--- config.mk ---
export PLATFORM = sky130hd
export DESIGN_NAME = pe_ctrl_sequencer
export DESIGN_NICKNAME = d
export VERILOG_FILES = /design/src/rtl/pe_ctrl_pkg.sv /design/src/rtl/pe_ctrl_ctx_mem.sv /design/src/rtl/pe_ctrl_sequencer.sv
export SDC_FILE = /design/constraint.sdc
export NUM_CORES = 1
export LEC_CHECK = 0
export CAP_MARGIN = 20
export CORE_MARGIN = 8
export CORE_UTILIZATION = 40
export CTS_BUF_LIST = sky130_fd_sc_hd__clkbuf_8 sky130_fd_sc_hd__clkbuf_16
export DETAILED_ROUTE_END_ITERATION = 7
export PLACE_DENSITY = 0.7
export SYNTH_ARGS = -nofsm -noshare
export SYNTH_HDL_FRONTEND = slang
export SYNTH_SLANG_ARGS = --single-unit
--- constraint.sdc ---
create_clock -name clk -period 3.11 [get_ports clk]
set_input_delay 0.622 -clock clk [delete_from_list [all_inputs] [get_ports clk]]
set_output_delay 0.622 -clock clk [all_outputs]
set_load 0.005 [all_outputs]
--- src/rtl/pe_ctrl_pkg.sv ---
// Shared definitions for the PE control sequencer: control-word layout, select and opcode
// encodings, the packed control-word struct, FSM state constants and a reserved-field helper.
package pe_ctrl_pkg;

  localparam int PE_CTRL_W = 11;
  localparam int PE_HOLD_W = 4;
  localparam int SEL_BITS  = 3;
  localparam int OPC_BITS  = 2;

  localparam int OUT_LSB = 8;
  localparam int OP1_LSB = 5;
  localparam int OP2_LSB = 2;
  localparam int OPC_LSB = 0;

  typedef logic [SEL_BITS-1:0] sel_t;

  localparam sel_t SEL_E    = 3'b000;
  localparam sel_t SEL_S    = 3'b001;
  localparam sel_t SEL_W    = 3'b010;
  localparam sel_t SEL_N    = 3'b011;
  localparam sel_t SEL_DMEM = 3'b100;
  localparam sel_t SEL_REG1 = 3'b101;
  localparam sel_t SEL_REG2 = 3'b110;
  localparam sel_t SEL_RSVD = 3'b111;

  typedef enum logic [OPC_BITS-1:0] {
    OP_ADD = 2'b00,
    OP_SUB = 2'b01,
    OP_MUL = 2'b10,
    OP_DIV = 2'b11
  } pe_opcode_e;

  typedef struct packed {
    sel_t       out_sel;
    sel_t       op1;
    sel_t       op2;
    pe_opcode_e opcode;
  } pe_ctrl_t;

  typedef logic [1:0] pe_state_t;

  localparam pe_state_t ST_IDLE = 2'd0;
  localparam pe_state_t ST_RUN  = 2'd1;
  localparam pe_state_t ST_DONE = 2'd2;

  function automatic logic has_rsvd(input pe_ctrl_t w);
    return (w.out_sel == SEL_RSVD) || (w.op1 == SEL_RSVD) || (w.op2 == SEL_RSVD);
  endfunction

endpackage

--- src/rtl/pe_ctrl_ctx_mem.sv ---
// Context memory for the PE sequencer: one synchronous write port, one combinational read port.
// Contents are deliberately not reset so a programmed context survives a sequencer reset.
module pe_ctrl_ctx_mem
  import pe_ctrl_pkg::*;
#(
  parameter int DEPTH = 16,
  parameter int AW    = $clog2(DEPTH),
  parameter int W     = PE_HOLD_W + PE_CTRL_W
) (
  input  logic          clk,
  input  logic          we,
  input  logic [AW-1:0] wr_addr,
  input  logic [W-1:0]  wr_data,
  input  logic [AW-1:0] rd_addr,
  output logic [W-1:0]  rd_data
);

  logic [W-1:0] mem [DEPTH];

  always_ff @(posedge clk) begin
    if (we) begin
      mem[wr_addr] <= wr_data;
    end
  end

  assign rd_data = mem[rd_addr];

endmodule

--- src/rtl/pe_ctrl_sequencer.sv ---
// Plays a stored program of PE control words (each held hold+1 cycles) with loop, stall and abort.
// Optional reserved-select checking is enabled by defining PE_CTRL_CHECK_EN.
module pe_ctrl_sequencer
  import pe_ctrl_pkg::*;
#(
  parameter int DEPTH  = 16,
  parameter int AW     = $clog2(DEPTH),
  parameter int CTRL_W = PE_CTRL_W,
  parameter int HOLD_W = PE_HOLD_W,
  parameter int LOOP_W = 4
) (
  input  logic                     clk,
  input  logic                     rst,
  input  logic                     cfg_we,
  input  logic [AW-1:0]            cfg_addr,
  input  logic [HOLD_W+CTRL_W-1:0] cfg_data,
  input  logic [AW:0]              prog_len,
  input  logic [LOOP_W-1:0]        loop_cnt,
  input  logic                     start,
  input  logic                     abort,
  input  logic                     stall,
  output logic [CTRL_W-1:0]        ctrl_out,
  output logic                     ctrl_valid,
  output logic                     busy,
  output logic                     done,
  output logic [AW-1:0]            pc,
  output logic                     cfg_err,
  output logic                     illegal_err
);

  localparam int          EW      = HOLD_W + CTRL_W;
  localparam logic [AW:0] DEPTH_L = (AW+1)'(DEPTH);

  pe_state_t         state;
  logic [HOLD_W-1:0] dwell;
  logic [LOOP_W-1:0] loops;
  logic [AW:0]       len;

  logic              idle;
  logic              wr_en;
  logic              more;
  logic              bad;
  logic [AW:0]       len_clamped;
  logic [AW-1:0]     rd_addr;
  logic [EW-1:0]     mem_q;
  logic [EW-1:0]     entry;
  logic [CTRL_W-1:0] entry_ctrl;
  logic [HOLD_W-1:0] entry_hold;

  assign idle        = (state == ST_IDLE);
  assign busy        = !idle;
  assign wr_en       = cfg_we && idle;
  assign len_clamped = (prog_len > DEPTH_L) ? DEPTH_L : prog_len;
  assign more        = (({1'b0, pc} + (AW+1)'(1)) < len);

  // The single read port serves both the start load (entry 0) and the next-entry/loop-restart load.
  assign rd_addr = (idle || !more) ? '0 : pc + AW'(1);

  pe_ctrl_ctx_mem #(
    .DEPTH (DEPTH),
    .AW    (AW),
    .W     (EW)
  ) u_ctx_mem (
    .clk     (clk),
    .we      (wr_en),
    .wr_addr (cfg_addr),
    .wr_data (cfg_data),
    .rd_addr (rd_addr),
    .rd_data (mem_q)
  );

  // A write landing in the same cycle as start must be seen by the very first issued word.
  assign entry      = (wr_en && (cfg_addr == rd_addr)) ? cfg_data : mem_q;
  assign entry_ctrl = entry[CTRL_W-1:0];
  assign entry_hold = entry[EW-1 -: HOLD_W];

`ifdef PE_CTRL_CHECK_EN
  assign bad = has_rsvd(pe_ctrl_t'(entry_ctrl));
`else
  assign bad = 1'b0;
`endif

  always_ff @(posedge clk) begin
    if (rst) begin
      state       <= ST_IDLE;
      pc          <= '0;
      dwell       <= '0;
      loops       <= '0;
      len         <= '0;
      ctrl_out    <= '0;
      ctrl_valid  <= 1'b0;
      done        <= 1'b0;
      cfg_err     <= 1'b0;
      illegal_err <= 1'b0;
    end else begin
      done    <= 1'b0;
      cfg_err <= cfg_we && !idle;
      case (state)
        ST_IDLE: begin
          if (start && !abort) begin
            if (len_clamped == '0) begin
              done <= 1'b1;
            end else begin
              len         <= len_clamped;
              loops       <= loop_cnt;
              pc          <= '0;
              illegal_err <= 1'b0;
              if (bad) begin
                illegal_err <= 1'b1;
              end else begin
                ctrl_out   <= entry_ctrl;
                dwell      <= entry_hold;
                ctrl_valid <= 1'b1;
                state      <= ST_RUN;
              end
            end
          end
        end
        ST_RUN: begin
          if (abort) begin
            state      <= ST_IDLE;
            ctrl_valid <= 1'b0;
          end else if (!stall) begin
            if (dwell != '0) begin
              dwell <= dwell - HOLD_W'(1);
            end else if (more || (loops != '0)) begin
              if (!more) begin
                loops <= loops - LOOP_W'(1);
              end
              // A rejected word is never issued: playback stops quietly without a done pulse.
              if (bad) begin
                illegal_err <= 1'b1;
                ctrl_valid  <= 1'b0;
                state       <= ST_IDLE;
              end else begin
                pc       <= rd_addr;
                ctrl_out <= entry_ctrl;
                dwell    <= entry_hold;
              end
            end else begin
              state      <= ST_DONE;
              ctrl_valid <= 1'b0;
              done       <= 1'b1;
            end
          end
        end
        ST_DONE: begin
          state <= ST_IDLE;
        end
        default: begin
          state      <= ST_IDLE;
          ctrl_valid <= 1'b0;
        end
      endcase
    end
  end

endmodule
==> results_dict.tcl <==
set metrics [dict create \
    avgSynthCellArea_um2 12.6 \
    antenna_cells 0 \
    synth_area_um2 11800 \
    route.met3.wl_um 2430 \
    finalInstanceArea_um2 13900 \
    start_util_pct 40.7 \
    clock_sinks 273 \
    antenna_found_initial 0 \
    cts_root_buf "clkbuf_16" \
    finalMaxSlewViolations 0 \
    via_per_inst 5.83 \
    cp_data_required_time_ns 3.57 \
    totalWireLength_um 32300 \
    cts_buffers 27 \
    p_leak_nw 4.79 \
    clk_latency_ns 0.54 \
    clockBufferDepth 3 \
    grt_pass1_wl_um 50100 \
    r2r_cells 13 \
    min_from "ctrl_valid" \
    ant_nets 0 \
    die_h_um 187 \
    core_region_area_um2 28900 \
    track_usage_pct 18.0 \
    vdd.ir_drop.worst_mv 0.454 \
    rows 62 \
    path_class "flop to flop" \
    reg2reg_slack_ns 0.16 \
    rsz0062_at_grt "true" \
    synth-main-ff-cell "edfxtp_1" \
    synthCells 933 \
    timing.rr.end "ctrl_out[7]" \
    post_dp_cell_area_um2 13100 \
    end_kind "flop" \
    cp_data_arrival_time_ns 3.41 \
    async_flop_share_pct 0 \
    holdPathStages 2 \
    dieArea_um2 35100 \
    cts_tree "yes" \
    htreeDepth 1 \
    maxSlewHeadroom_pct 52.1 \
    synth.yosys.seq_area_share_pct 66.9 \
    grt_max_degree 72 \
    route.met2.wl_um 15400 \
    post-route-period-util_pct 94.9 \
    drv_cap 0 \
    ys_types 71 \
    grt_overflow_total 0 \
    routedLengthMet1_um 13200 \
    r2r_start "pc[0]" \
    setup_viol 0 \
    synth_nets 975 \
    dr.max_layer_used "met4" \
    path_clk_slew_ns 0.06 \
    worstMarginPinSlew_ns 0.716 \
    grt_pass1_vias 8563 \
    layout-drive-gt1-share_pct 13.3 \
    whs_endpoint "ctrl_valid" \
    portBuffers 52 \
    die_x_um 187 \
    place_congestion 0.915 \
    drc 0 \
    period_minus_slack_ns 2.95 \
    synth_warnings 0 \
    p_per_area_nw_per_um2 530 \
    clock_skew_ns 0.0107 \
    status "complete, no violations" \
    drt_pass1_iterations 8 \
    max_freq_ghz 0.339 \
    hold_class "flop to flop" \
    hold_viol 0 \
    ys_ff_latch 273 \
    synth_enable_flop_cells 240 \
    crit_path_start_kind "flop" \
    vias 8365 \
    final_core_util_pct 48.3 \
    wire_per_inst_um 22.5 \
    syn2layout_area_growth_pct 18.6 \
    worstPathMaxFanout 18 \
    first_iter_violations 813 \
    io_pins 54 \
    nets 1073 \
    dp_hpwl_um 19900 \
]
==> critical path, cell delays in order (launching register included) <==
cell	delay (ns)
dfxtp_2	0.34
ha_1	0.26
xnor2_2	0.18
inv_2	0.08
ha_1	0.29
nand2_1	0.07
o21a_2	0.25
o21ai_2	0.27
buf_4	0.32
buf_4	0.16
nor3_1	0.04
o32ai_1	0.31
o21ai_0	0.17
o211ai_1	0.11
==> repair_timing <==
item / 4_1_cts / 5_1_grt
gates resized for setup: 0 / 5
hold buffers: 0 / 0
setup buffers: 1 / 3
endpoints found under the setup margin: 1 / 13
pin swaps: 1 / 1
==> sequential cells by signal, summed over array words and instances (netlist names) <==
signal         count
cfg_err            1
pc                 4
ctrl_out          11
len                5
ctrl_valid         1
dwell              4
state              2
u_ctx_mem.mem    240
done               1
loops              4
==> synthesized netlist by cell type, drive strengths merged, types with 5 or more instances <==
master / count / area [µm²]
nor3: 22 / 110
buf: 24 / 139
ha: 8 / 100
mux2i: 44 / 440
nand3: 19 / 95.1
edfxtp: 240 / 7210
nand2b: 5 / 38.8
o32ai: 10 / 87.6
o21ai: 62 / 314
o31ai: 15 / 113
inv: 16 / 60.1
o211ai: 13 / 97.6
nor4: 5 / 67.6
nor2: 137 / 522
a21boi: 11 / 82.6
dfxtp: 33 / 661
clkbuf: 33 / 124
a21oi: 58 / 294
a31oi: 17 / 106
o22ai: 12 / 75.1
and3: 16 / 100
o221ai: 13 / 114
nand2: 52 / 195
==> logic make-up after synthesis <==
family / synth area share, %
flip-flops: 66.9
AND/OR/NAND/NOR: 11.0
AO/OA/AOI/OAI: 13.4
other: 0.0319
buffers and inverters: 2.79
multiplexers: 4.80
XOR/XNOR: 0.224
adder cells (fa/ha/maj): 0.851
==> placed cells by master, fill, tap and decap left out, types with 7 or more instances in the layout <==
cell type	netlist	layout
a21boi_0	11	11
ha_1	8	8
clkbuf_16	0	27
and3_1	16	16
nor3_1	22	18
edfxtp_1	240	240
clkdlybuf4s50_1	0	52
o21ai_0	59	57
nand3_1	19	19
nor2_1	136	136
a21oi_1	57	57
o221ai_1	13	13
clkinv_2	1	7
nand2_1	52	52
o211ai_1	13	13
buf_4	4	68
dfxtp_1	33	32
mux2i_1	44	44
o22ai_1	12	12
o32ai_1	10	10
o31ai_1	15	15
a31oi_1	17	17
inv_1	13	23
==> per-layer routing <==
| metal | up-vias | global-route usage, % |
|---|---|---|
| met1 | 4110 | 23.0 |
| li1 | 3764 | - |
| met2 | 394 | 29.7 |
| met3 | 97 | 3.11 |
| met4 | 0 | 8.18 |
| met5 | - | 0 |
==> layout make-up <==
type / instances / area [µm²]
clock inverters: 23 / 103
repair buffers: 126 / 1140
clock buffers: 27 / 676
well taps: 384 / 480
inverters: 17 / 65.1
flip-flops and latches: 273 / 7870
fillers: 2501 / 14900
multi-input cells: 586 / 3610
==> power by group <==
group | internal, mW | switching [mW]
Combinational | 0.160 | 0.248
Clock | 1.57 | 1.34
Sequential | 4.04 | 0.0291
==> how the worst max path moves through the flow <==
stage | start | endpoint | slack [ns] | cells after the start
6_report | pc[0] | ctrl_out[7] | 0.16 | 13
5_1_grt | pc[0] | ctrl_out[4] | -0.02 | 13
4_1_cts | pc[0] | ctrl_out[4] | 0.12 | 13
3_5_place_dp | pc[0] | ctrl_out[9] | -0.02 | 12
3_3_place_gp | pc[0] | ctrl_out[9] | 0.1 | 12
2_1_floorplan | pc[0] | ctrl_out[0] | 0.003 | 14
==> per-stage QoR <==
step | power (mW) | setup TNS [ns] | instances | setup slack [ns] | hold slack [ns]
3_3_place_gp | 4.54 | 0 | 1382 | 0.0970 | 0.444
4_1_cts | 7.42 | 0 | 1433 | 0.115 | 0.476
2_1_floorplan | 4.32 | 0 | 933 | 0.00251 | 0.453
3_5_place_dp | 4.56 | -0.0185 | 1382 | -0.0185 | 0.469
5_1_grt | 7.61 | -0.0207 | 1436 | -0.0207 | 0.507
6_report | 7.39 | 0 | 1436 | 0.157 | 0.464
Note: power is estimated with default switching activity, not from simulation.
